===== src/rtl/rand_pkg.sv =====
// rand_pkg
//   Shared constants and types for the rand_whiten conditioning stage:
//   default word width, FIFO depth, Galois LFSR feedback mask and seed,
//   the repetition-count limit, and the extractor state encoding.
//   No ports; imported by the interface, the FIFO and the top.
package rand_pkg;

  localparam int          WS_DEFAULT        = 16;
  localparam int          DEPTH_DEFAULT     = 4;
  localparam logic [15:0] POLY_DEFAULT      = 16'hB400;
  localparam logic [15:0] SEED_DEFAULT      = 16'hACE1;
  localparam int          REP_LIMIT_DEFAULT = 4;

  // IDLE waits for a raw word, PAIR walks its bit pairs one per edge
  typedef enum logic {
    IDLE = 1'b0,
    PAIR = 1'b1
  } state_t;

endpackage


===== src/rtl/rand_if.sv =====
// rand_if
//   Bundles the raw-input handshake, the conditioned-output handshake and
//   the status flags of rand_whiten.
//   iRaw/iRawValid/oRawReady : raw word from the entropy collector
//   oOut/oValid/iReady       : conditioned word to the consumer (FIFO head)
//   oOverflow                : one-cycle pulse when a finished word is dropped
//   oFault                   : sticky repetition-count health failure
//   Modport slave is the block side, master is the collector/consumer side.
interface rand_if
  import rand_pkg::*;
#(
  parameter int ws = WS_DEFAULT
);

  logic [ws-1:0] iRaw;
  logic          iRawValid;
  logic          oRawReady;
  logic [ws-1:0] oOut;
  logic          oValid;
  logic          iReady;
  logic          oOverflow;
  logic          oFault;

  modport master (
    output iRaw, iRawValid, iReady,
    input  oRawReady, oOut, oValid, oOverflow, oFault
  );

  modport slave (
    input  iRaw, iRawValid, iReady,
    output oRawReady, oOut, oValid, oOverflow, oFault
  );

endinterface


===== src/rtl/rand_fifo.sv =====
// rand_fifo
//   Small circular-buffer FIFO for conditioned words. The pointers carry
//   one extra wrap bit so full and empty can be told apart.
//   iCLK/iRST_N : falling-edge clock, asynchronous active-low reset
//   iPushData/iPush : word to write and write request
//   iPop        : read request (ignored when empty)
//   oHead       : word at the head, oEmpty/oFull : occupancy flags
//   A push while full still succeeds when a pop happens on the same edge.
module rand_fifo
  import rand_pkg::*;
#(
  parameter int ws    = WS_DEFAULT,
  parameter int DEPTH = DEPTH_DEFAULT
) (
  input  logic          iCLK,
  input  logic          iRST_N,
  input  logic [ws-1:0] iPushData,
  input  logic          iPush,
  input  logic          iPop,
  output logic [ws-1:0] oHead,
  output logic          oEmpty,
  output logic          oFull
);

  localparam int AW = $clog2(DEPTH);

  logic [ws-1:0] r_mem [DEPTH];
  logic [AW:0]   r_wrPtr;
  logic [AW:0]   r_rdPtr;
  logic          w_doPush;
  logic          w_doPop;

  assign oEmpty   = (r_wrPtr == r_rdPtr);
  assign oFull    = (r_wrPtr[AW] != r_rdPtr[AW]) &&
                    (r_wrPtr[AW-1:0] == r_rdPtr[AW-1:0]);
  assign w_doPop  = iPop && !oEmpty;
  assign w_doPush = iPush && (!oFull || w_doPop);
  assign oHead    = r_mem[r_rdPtr[AW-1:0]];

  // Storage is cleared on reset so the head reads zero out of reset
  always_ff @(negedge iCLK or negedge iRST_N) begin
    if (!iRST_N) begin
      for (int i = 0; i < DEPTH; i++) r_mem[i] <= '0;
      r_wrPtr <= '0;
      r_rdPtr <= '0;
    end else begin
      if (w_doPush) begin
        r_mem[r_wrPtr[AW-1:0]] <= iPushData;
        r_wrPtr                <= r_wrPtr + 1'b1;
      end
      if (w_doPop) r_rdPtr <= r_rdPtr + 1'b1;
    end
  end

endmodule


===== src/rtl/rand_whiten.sv =====
// rand_whiten
//   Entropy conditioning stage: a von Neumann pair extractor removes bias
//   from raw words, surviving bits are packed LSB first into full words,
//   each full word is XOR-mixed with a Galois LFSR and queued in rand_fifo.
//   iCLK   : clock, all state changes on the falling edge
//   iRST_N : asynchronous active-low reset
//   bus    : rand_if slave (raw handshake, output handshake, flags)
//   Optional repetition-count health test: define RAND_HEALTH_EN.
module rand_whiten
  import rand_pkg::*;
#(
  parameter int            ws    = WS_DEFAULT,
  parameter int            DEPTH = DEPTH_DEFAULT,
  parameter logic [ws-1:0] POLY  = POLY_DEFAULT,
  parameter logic [ws-1:0] SEED  = SEED_DEFAULT
`ifdef RAND_HEALTH_EN
  ,
  parameter int            REP_LIMIT = REP_LIMIT_DEFAULT
`endif
) (
  input logic   iCLK,
  input logic   iRST_N,
  rand_if.slave bus
);

  localparam int            PW        = (ws / 2 > 1) ? $clog2(ws / 2) : 1;
  localparam int            CW        = $clog2(ws);
  localparam logic [PW-1:0] LAST_PAIR = PW'(ws / 2 - 1);
  localparam logic [CW-1:0] LAST_BIT  = CW'(ws - 1);

  state_t        r_state;
  state_t        w_nextState;
  logic [ws-1:0] r_word;
  logic [PW-1:0] r_pair;
  logic [ws-2:0] r_acc;
  logic [CW-1:0] r_cnt;
  logic [ws-1:0] r_lfsr;
  logic          r_overflow;

  logic          w_bitA;
  logic          w_bitB;
  logic          w_emit;
  logic          w_complete;
  logic [ws-1:0] w_pushWord;
  logic          w_empty;
  logic          w_full;
  logic          w_pop;
  logic          w_pushOk;
  logic          w_drop;
  logic          w_rawAccept;
  logic          w_fault;

  assign w_bitA      = r_word[{r_pair, 1'b0}];
  assign w_bitB      = r_word[{r_pair, 1'b1}];
  assign w_emit      = (r_state == PAIR) && (w_bitA != w_bitB);
  // The finishing bit goes straight into the pushed word, never into r_acc
  assign w_complete  = w_emit && (r_cnt == LAST_BIT);
  assign w_pushWord  = {w_bitA, r_acc} ^ r_lfsr;
  assign w_pop       = !w_empty && bus.iReady;
  assign w_pushOk    = w_complete && (!w_full || w_pop);
  assign w_drop      = w_complete && !w_pushOk;
  assign w_rawAccept = bus.oRawReady && bus.iRawValid;

  assign bus.oValid    = !w_empty;
  assign bus.oOverflow = r_overflow;
  assign bus.oFault    = w_fault;

  always_ff @(negedge iCLK or negedge iRST_N) begin
    if (!iRST_N) r_state <= IDLE;
    else         r_state <= w_nextState;
  end

  // A fault blocks new raw words but lets an in-flight word finish its pairs
  always_comb begin
    w_nextState   = r_state;
    bus.oRawReady = 1'b0;
    case (r_state)
      IDLE: begin
        bus.oRawReady = !w_fault;
        if (w_rawAccept) w_nextState = PAIR;
      end
      PAIR: begin
        if (r_pair == LAST_PAIR) w_nextState = IDLE;
      end
      default: w_nextState = IDLE;
    endcase
  end

  // Accumulator and bit count survive across raw words; only reset clears
  // them. The LFSR advances only when a finished word actually enters the FIFO.
  always_ff @(negedge iCLK or negedge iRST_N) begin
    if (!iRST_N) begin
      r_word     <= '0;
      r_pair     <= '0;
      r_acc      <= '0;
      r_cnt      <= '0;
      r_lfsr     <= SEED;
      r_overflow <= 1'b0;
    end else begin
      r_overflow <= w_drop;
      if (w_rawAccept) begin
        r_word <= bus.iRaw;
        r_pair <= '0;
      end else if (r_state == PAIR) begin
        r_pair <= r_pair + 1'b1;
      end
      if (w_emit) begin
        if (w_complete) begin
          r_cnt <= '0;
        end else begin
          r_acc[r_cnt] <= w_bitA;
          r_cnt        <= r_cnt + 1'b1;
        end
      end
      if (w_pushOk) r_lfsr <= (r_lfsr >> 1) ^ (r_lfsr[0] ? POLY : '0);
    end
  end

`ifdef RAND_HEALTH_EN
  localparam int RW = $clog2(REP_LIMIT + 1);

  logic [ws-1:0] r_prevRaw;
  logic [RW-1:0] r_rep;
  logic          r_fault;
  logic [RW-1:0] w_repNext;

  // r_rep is zero only before the first accepted word, so it doubles as
  // the "have a previous word" flag
  always_comb begin
    w_repNext = RW'(1);
    if ((r_rep != '0) && (bus.iRaw == r_prevRaw)) begin
      w_repNext = (r_rep == RW'(REP_LIMIT)) ? r_rep : r_rep + 1'b1;
    end
  end

  always_ff @(negedge iCLK or negedge iRST_N) begin
    if (!iRST_N) begin
      r_prevRaw <= '0;
      r_rep     <= '0;
      r_fault   <= 1'b0;
    end else if (w_rawAccept) begin
      r_prevRaw <= bus.iRaw;
      r_rep     <= w_repNext;
      if (w_repNext == RW'(REP_LIMIT)) r_fault <= 1'b1;
    end
  end

  assign w_fault = r_fault;
`else
  assign w_fault = 1'b0;
`endif

  rand_fifo #(
    .ws    (ws),
    .DEPTH (DEPTH)
  ) uFifo (
    .iCLK      (iCLK),
    .iRST_N    (iRST_N),
    .iPushData (w_pushWord),
    .iPush     (w_pushOk),
    .iPop      (w_pop),
    .oHead     (bus.oOut),
    .oEmpty    (w_empty),
    .oFull     (w_full)
  );

endmodule


===== src/flat_wrapper.sv =====
// flat-port wrapper written by rule: the top's interface ports become plain ports
module rand_whiten_flat import rand_pkg::*;
#(
  parameter int            ws    = WS_DEFAULT,
  parameter int            DEPTH = DEPTH_DEFAULT,
  parameter logic [ws-1:0] POLY  = POLY_DEFAULT,
  parameter logic [ws-1:0] SEED  = SEED_DEFAULT

)
  (iCLK, iRST_N, bus_iRaw, bus_iRawValid, bus_iReady, bus_oRawReady, bus_oOut, bus_oValid, bus_oOverflow, bus_oFault);
  rand_if #(.ws(ws)) bus_i ();
  input logic iCLK;
  input logic iRST_N;
  input wire logic [$bits(bus_i.iRaw)-1:0] bus_iRaw;
  input wire logic [$bits(bus_i.iRawValid)-1:0] bus_iRawValid;
  input wire logic [$bits(bus_i.iReady)-1:0] bus_iReady;
  output wire logic [$bits(bus_i.oRawReady)-1:0] bus_oRawReady;
  output wire logic [$bits(bus_i.oOut)-1:0] bus_oOut;
  output wire logic [$bits(bus_i.oValid)-1:0] bus_oValid;
  output wire logic [$bits(bus_i.oOverflow)-1:0] bus_oOverflow;
  output wire logic [$bits(bus_i.oFault)-1:0] bus_oFault;
  assign bus_i.iRaw = bus_iRaw;
  assign bus_i.iRawValid = bus_iRawValid;
  assign bus_i.iReady = bus_iReady;
  assign bus_oRawReady = bus_i.oRawReady;
  assign bus_oOut = bus_i.oOut;
  assign bus_oValid = bus_i.oValid;
  assign bus_oOverflow = bus_i.oOverflow;
  assign bus_oFault = bus_i.oFault;
  rand_whiten #(.ws(ws), .DEPTH(DEPTH), .POLY(POLY), .SEED(SEED)) u_core (.iCLK(iCLK), .iRST_N(iRST_N), .bus(bus_i));
endmodule

===== config.mk =====
export PLATFORM = sky130hd
export DESIGN_NAME = rand_whiten_flat
export DESIGN_NICKNAME = d
export VERILOG_FILES = /design/src/rtl/rand_pkg.sv /design/src/rtl/rand_if.sv /design/src/rtl/rand_fifo.sv /design/src/rtl/rand_whiten.sv /design/src/flat_wrapper.sv
export SDC_FILE = /design/constraint.sdc
export NUM_CORES = 1
export LEC_CHECK = 0
export CAP_MARGIN = 20
export CORE_MARGIN = 5
export CORE_UTILIZATION = 59
export CTS_CLUSTER_DIAMETER = 80
export DETAILED_ROUTE_END_ITERATION = 10
export GPL_TIMING_DRIVEN = 0
export PLACE_DENSITY_LB_ADDON = 0.05
export SLEW_MARGIN = 20
export SYNTH_ARGS = -nofsm -noshare
export SYNTH_HDL_FRONTEND = slang
export SYNTH_SLANG_ARGS = --single-unit

===== constraint.sdc =====
create_clock -name iCLK -period 3.35 [get_ports iCLK]
set_input_delay 0.8375 -clock iCLK [delete_from_list [all_inputs] [get_ports iCLK]]
set_output_delay 0.8375 -clock iCLK [all_outputs]
set_load 0.005 [all_outputs]

## After elaboration in Yosys (flattened, before gate mapping)

Cells that the tools add are included.

| cells by class | value |
|---|---|
| add/subtract/negate cells | 4 |
| multipliers | 0 |
| div/mod/pow operators | 0 |
| magnitude comparators | 7 |
| eq/ne operators | 6 |
| shifts and indexed selects | 0 |
| multiplexer cells | 21 |
| bitwise gates (word level) | 6 |
| reductions and logical operators | 18 |

Operators by type and width:

| cell | count |
|---|---|
| $bwmux W64 | 1 |
| $mux W16 | 4 |
| $bmux W16 S2 | 1 |
| $demux W16 S2 | 1 |
| $xor A15 B16 Y16 | 1 |
| $xor A16 B16 Y16 | 1 |
| $bwmux W15 | 1 |
| $lt A4 B5 Y1 const B | 3 |
| $logic_and A1 B1 Y1 | 11 |
| $add A3 B1 Y3 const B | 3 |
| $bmux W1 S3 | 2 |
| $ge A3 B3 Y1 const B | 2 |
| $mux W1 | 6 |
| $mux W3 | 2 |
| $not A2 Y3 | 2 |
| $add A4 B1 Y4 const B | 1 |
| $demux W1 S4 | 1 |
| $eq A4 B4 Y1 const B | 1 |
| $ge A4 B1 Y1 const B | 1 |
| $mux W4 | 1 |
| $eq A3 B3 Y1 | 1 |
| $eq A3 B3 Y1 const B | 1 |
| $logic_not A1 Y1 | 3 |
| $lt A3 B1 Y1 const B | 1 |
| 7 further kinds | 10 |

| word-level totals | value |
|---|---|
| bits in registers | 126 |
| bits in latches | 0 |
| RAM bits | 0 |
| ROM bits | 0 |
| input bits | 20 |
| output and inout port bits | 20 |
| word-level logic and storage cells | 75 |
| memories | 0 |

## Longest topological paths before layout

| logic depth | value |
|---|---|
| word-level depth | 8 |
| mapped depth | 7 |
| depth with buffers taken out | 6 |

## Hierarchy

From an unflattened synthesis, not the netlist that was laid out.

| unflattened totals | value |
|---|---|
| cells, all modules | 428 |
| area, all modules | 6128.4 µm² |

Modules (own cells, without submodules):

| module | times used | cells each | area an instance (µm²) | sequential area each (µm²) |
|---|---|---|---|---|
| rand_fifo | 1 | 196 | 3345.7 | 1751.7 |
| rand_whiten | 1 | 232 | 2782.7 | 1411.4 |

==> out/qor.yml <==
hold_path_end: "u_core.uFifo.r_wrPtr[2]$_DFFE_NN0P_"
firstDrtPassIters: 5
synthFlopType: "sky130_fd_sc_hd__dfrtn_1"
cts_htree_levels: 4
reg2reg_from: "u_core.r_pair[0]$_DFFE_NN0P_"
hold_violations: 0
arrival_ns: 3.52
timing.reg2reg.worst_path_depth: 8
cts_root_buffer: "sky130_fd_sc_hd__clkbuf_8"
syn_to_final_growth_pct: 33.3
holdWs_ns: 0.446
coreArea_um2: 9770
timing.critical_path.slowest_stage_cell: "sky130_fd_sc_hd__mux4_2"
slew_headroom_pct: 61.9
peakVddDrop_mv: 0.591
violations: "setup timing"
synth_edf_count: 0
mappedNetlistArea_um2: 5900
synth.lib_cells_used.distinct: 35
die_y_um: 110
routabilityCongestion: 0.873
port_buffers: 38
worstMarginPinSlew_ns: 0.571
clk_pin_slew_ns: 0.04
final.setup_skew_ns: 0.0711
synth-seq-cells: 126
grt_max_degree: 86
die_width_um: 110
drc: 0
yosys_warnings: 0
grt_antenna_before_repair: 0
async_flop_share_pct: 100
worst_path_required_ns: 2.51
crit_start: "u_core.uFifo.r_rdPtr[0]$_DFFE_NN0P_"
grt_pass1_vias: 4168
ios: 40
groute.usage.overall_pct: 25.7
num_rows: 36
hold_path_depth: 1
tritoncts.num_buffers: 17
n_antenna_cell: 0
via_count: 3797
rsz0062_at_grt: "yes"
first_pass_grt_wire_length_um: 22900
routedWlPerCell_um: 21.3
initial_core_util_pct: 60.4
total_leakage_power_nw: 3.64
cts-hold-fix-buffers: 0
critPathLaunchType: "flop"
seq_area_frac_synth_pct: 53.6
ant_nets: 0
ctsLongestPathBuffers: 2
syn_nets: 440
regToRegEndpoint: "u_core.uFifo.r_mem[26]$_DFFE_NN0P_"
end_kind: "primary output"
postSynthCellCount: 409
grt-ovfl-total: 0
dr.first_iter.drc_count: 289
detailed_place_hpwl_um: 7790
max_cap_violations: 0
hold_path.startpoint: "u_core.uFifo.r_wrPtr[2]$_DFFE_NN0P_"
clock_latency_ns: 0.52
wl_um: 14000
setup_viol: 100
powerDensity_nw_per_um2: 878
routed_via_density: 5.78
critPathKind: "flop to primary output"
finish.net_count: 543
min-delay-path-class: "flop to flop"
clock_sinks: 126
critical_path_peak_fanout: 5
tritoncts: "built"
fraction_of_layout_cells_with_a_size_suffix_above_1_pct: 45.4
post_synth.cell_area_avg_um2: 14.4
maxSlewViolCount: 0
cp_slowest_stage_delay_ns: 0.51
timing.reg2reg.setup_slack_ns: 0.46
floorplan.die_area_um2: 12100
crit_path_cell_trace: "buf_8, buf_12, mux4_2, buf_2"
final.setup.worst_slack_ns: -1.00
layout.core_utilization_pct: 80.5
run_status: "complete, but fails checks"
==> layout make-up <==
cell class | instances | area (µm²)
fillers | 538 | 1910
repair buffers | 78 | 759
clock buffers | 25 | 494
clock inverters | 14 | 110
multi-input cells | 256 | 2930
flip-flops and latches | 126 | 3160
well taps | 133 | 166
plain buffers | 20 | 220
inverters | 5 | 18.8
==> synthesized netlist by cell type, drive strengths merged, types with 3 or more instances <==
cell | instances | share of area, %
nand3b | 3 | 0.38
dfrtn | 118 | 50
nand3 | 4 | 0.42
nor3 | 3 | 0.25
a31oi | 15 | 1.6
mux2 | 100 | 19
inv | 6 | 0.38
clkbuf | 11 | 0.70
nand2 | 16 | 1.0
ha | 11 | 2.3
nor2 | 6 | 0.51
o21ai | 36 | 3.1
dfstp | 8 | 3.6
nor3b | 6 | 1.5
buf | 10 | 1.5
xor2 | 22 | 3.6
xnor2 | 6 | 0.89
mux4 | 20 | 7.8
==> power breakdown <==
part | switching, mW | total, mW | internal (mW)
combinational | 1.31 | 2.73 | 1.42
sequential | 0.329 | 2.35 | 2.02
clock | 0.670 | 1.83 | 1.16
total | 2.31 | 6.91 | 4.60
==> stage by stage <==
stage                     cells  worst slack (ns)  setup TNS [ns]  instance area (µm²)  power (mW)
after floorplan             409            -0.552          -43.75                 6130        4.05
after global placement      580             -4.73         -715.93                 6680        4.65
after detailed placement    581             -1.44         -130.73                 6710        4.75
after CTS                   654             -1.03          -27.81                 7860        6.88
after global routing        657             -1.08          -35.16                 7870        7.28
final                       657             -1.00          -31.15                 7870        6.91
==> sequential cells by signal, summed over array words and instances (netlist names) <==
register,count
u_core.r_word,16
u_core.bus.oOverflow,1
u_core.r_cnt,4
u_core.r_acc,15
u_core.uFifo.r_rdPtr,3
u_core.uFifo.r_mem,64
u_core.uFifo.r_wrPtr,3
u_core.r_state,1
u_core.r_lfsr,16
u_core.r_pair,3
==> worst max-delay path: cells and delay by family, from the launching register on <==
family / cells / cell delay [ns]
muxes: 1 / 0.51
DFF: 1 / 0.45
buffers and inverters: 3 / 0.43
==> metal layers <==
layer	vias up	part of all wire [%]	track usage, %
li1	1686	-	-
met1	1979	44	33.8
met2	106	49	41.4
met3	26	4.7	6.87
met4	0	2.4	9.08
met5	-	0	0
==> layout by cell type, fill, tap and decap left out, types with 4 or more instances in the layout <==
cell type / count
sky130_fd_sc_hd__clkbuf_1: 9
sky130_fd_sc_hd__ha_1: 11
sky130_fd_sc_hd__buf_6: 19
sky130_fd_sc_hd__nand2_1: 16
sky130_fd_sc_hd__mux2_2: 9
sky130_fd_sc_hd__nor3b_4: 4
sky130_fd_sc_hd__nor2_1: 5
sky130_fd_sc_hd__mux2_4: 91
sky130_fd_sc_hd__xor2_1: 21
sky130_fd_sc_hd__buf_2: 18
sky130_fd_sc_hd__dfstp_2: 8
sky130_fd_sc_hd__clkdlybuf4s50_1: 16
sky130_fd_sc_hd__buf_4: 15
sky130_fd_sc_hd__clkbuf_16: 17
sky130_fd_sc_hd__mux4_2: 17
sky130_fd_sc_hd__clkinv_2: 4
sky130_fd_sc_hd__xnor2_1: 5
sky130_fd_sc_hd__a31oi_1: 15
sky130_fd_sc_hd__o21ai_0: 36
sky130_fd_sc_hd__dfrtn_1: 118
sky130_fd_sc_hd__clkbuf_8: 8
sky130_fd_sc_hd__buf_12: 5
sky130_fd_sc_hd__inv_1: 12
sky130_fd_sc_hd__buf_8: 12
==> logic make-up (layout without fill, tap and decap cells) <==
kind of cell,after synthesis,count (layout),share of synthesized area [%]
XOR/XNOR,28,28,4.47
adder cells (fa/ha/maj),11,11,2.33
flip-flops,126,126,53.6
buffers and inverters,27,142,2.57
other,1,1,0.0636
multiplexers,121,121,27.5
AO/OA/AOI/OAI,53,53,4.90
AND/OR/NAND/NOR,42,42,4.58
==> what timing repair did <==
action	4_1_cts	5_1_grt
buffers inserted	32	8
pin swaps	6	7
gates resized for setup	172	5
cloned	5	0
endpoints found under the setup margin	119	100
==> worst max path at each step <==
stage,end,cells after the start
final,bus_oOut[7],4
after global routing,bus_oOut[7],4
after CTS,bus_oOut[13],5
after detailed placement,u_core.uFifo.r_mem[15]$_DFFE_NN0P_,6
after global placement,u_core.uFifo.r_mem[19]$_DFFE_NN0P_,1
after floorplan,u_core.uFifo.r_mem[10]$_DFFE_NN0P_,5
Power figures use the tool's default switching activity.
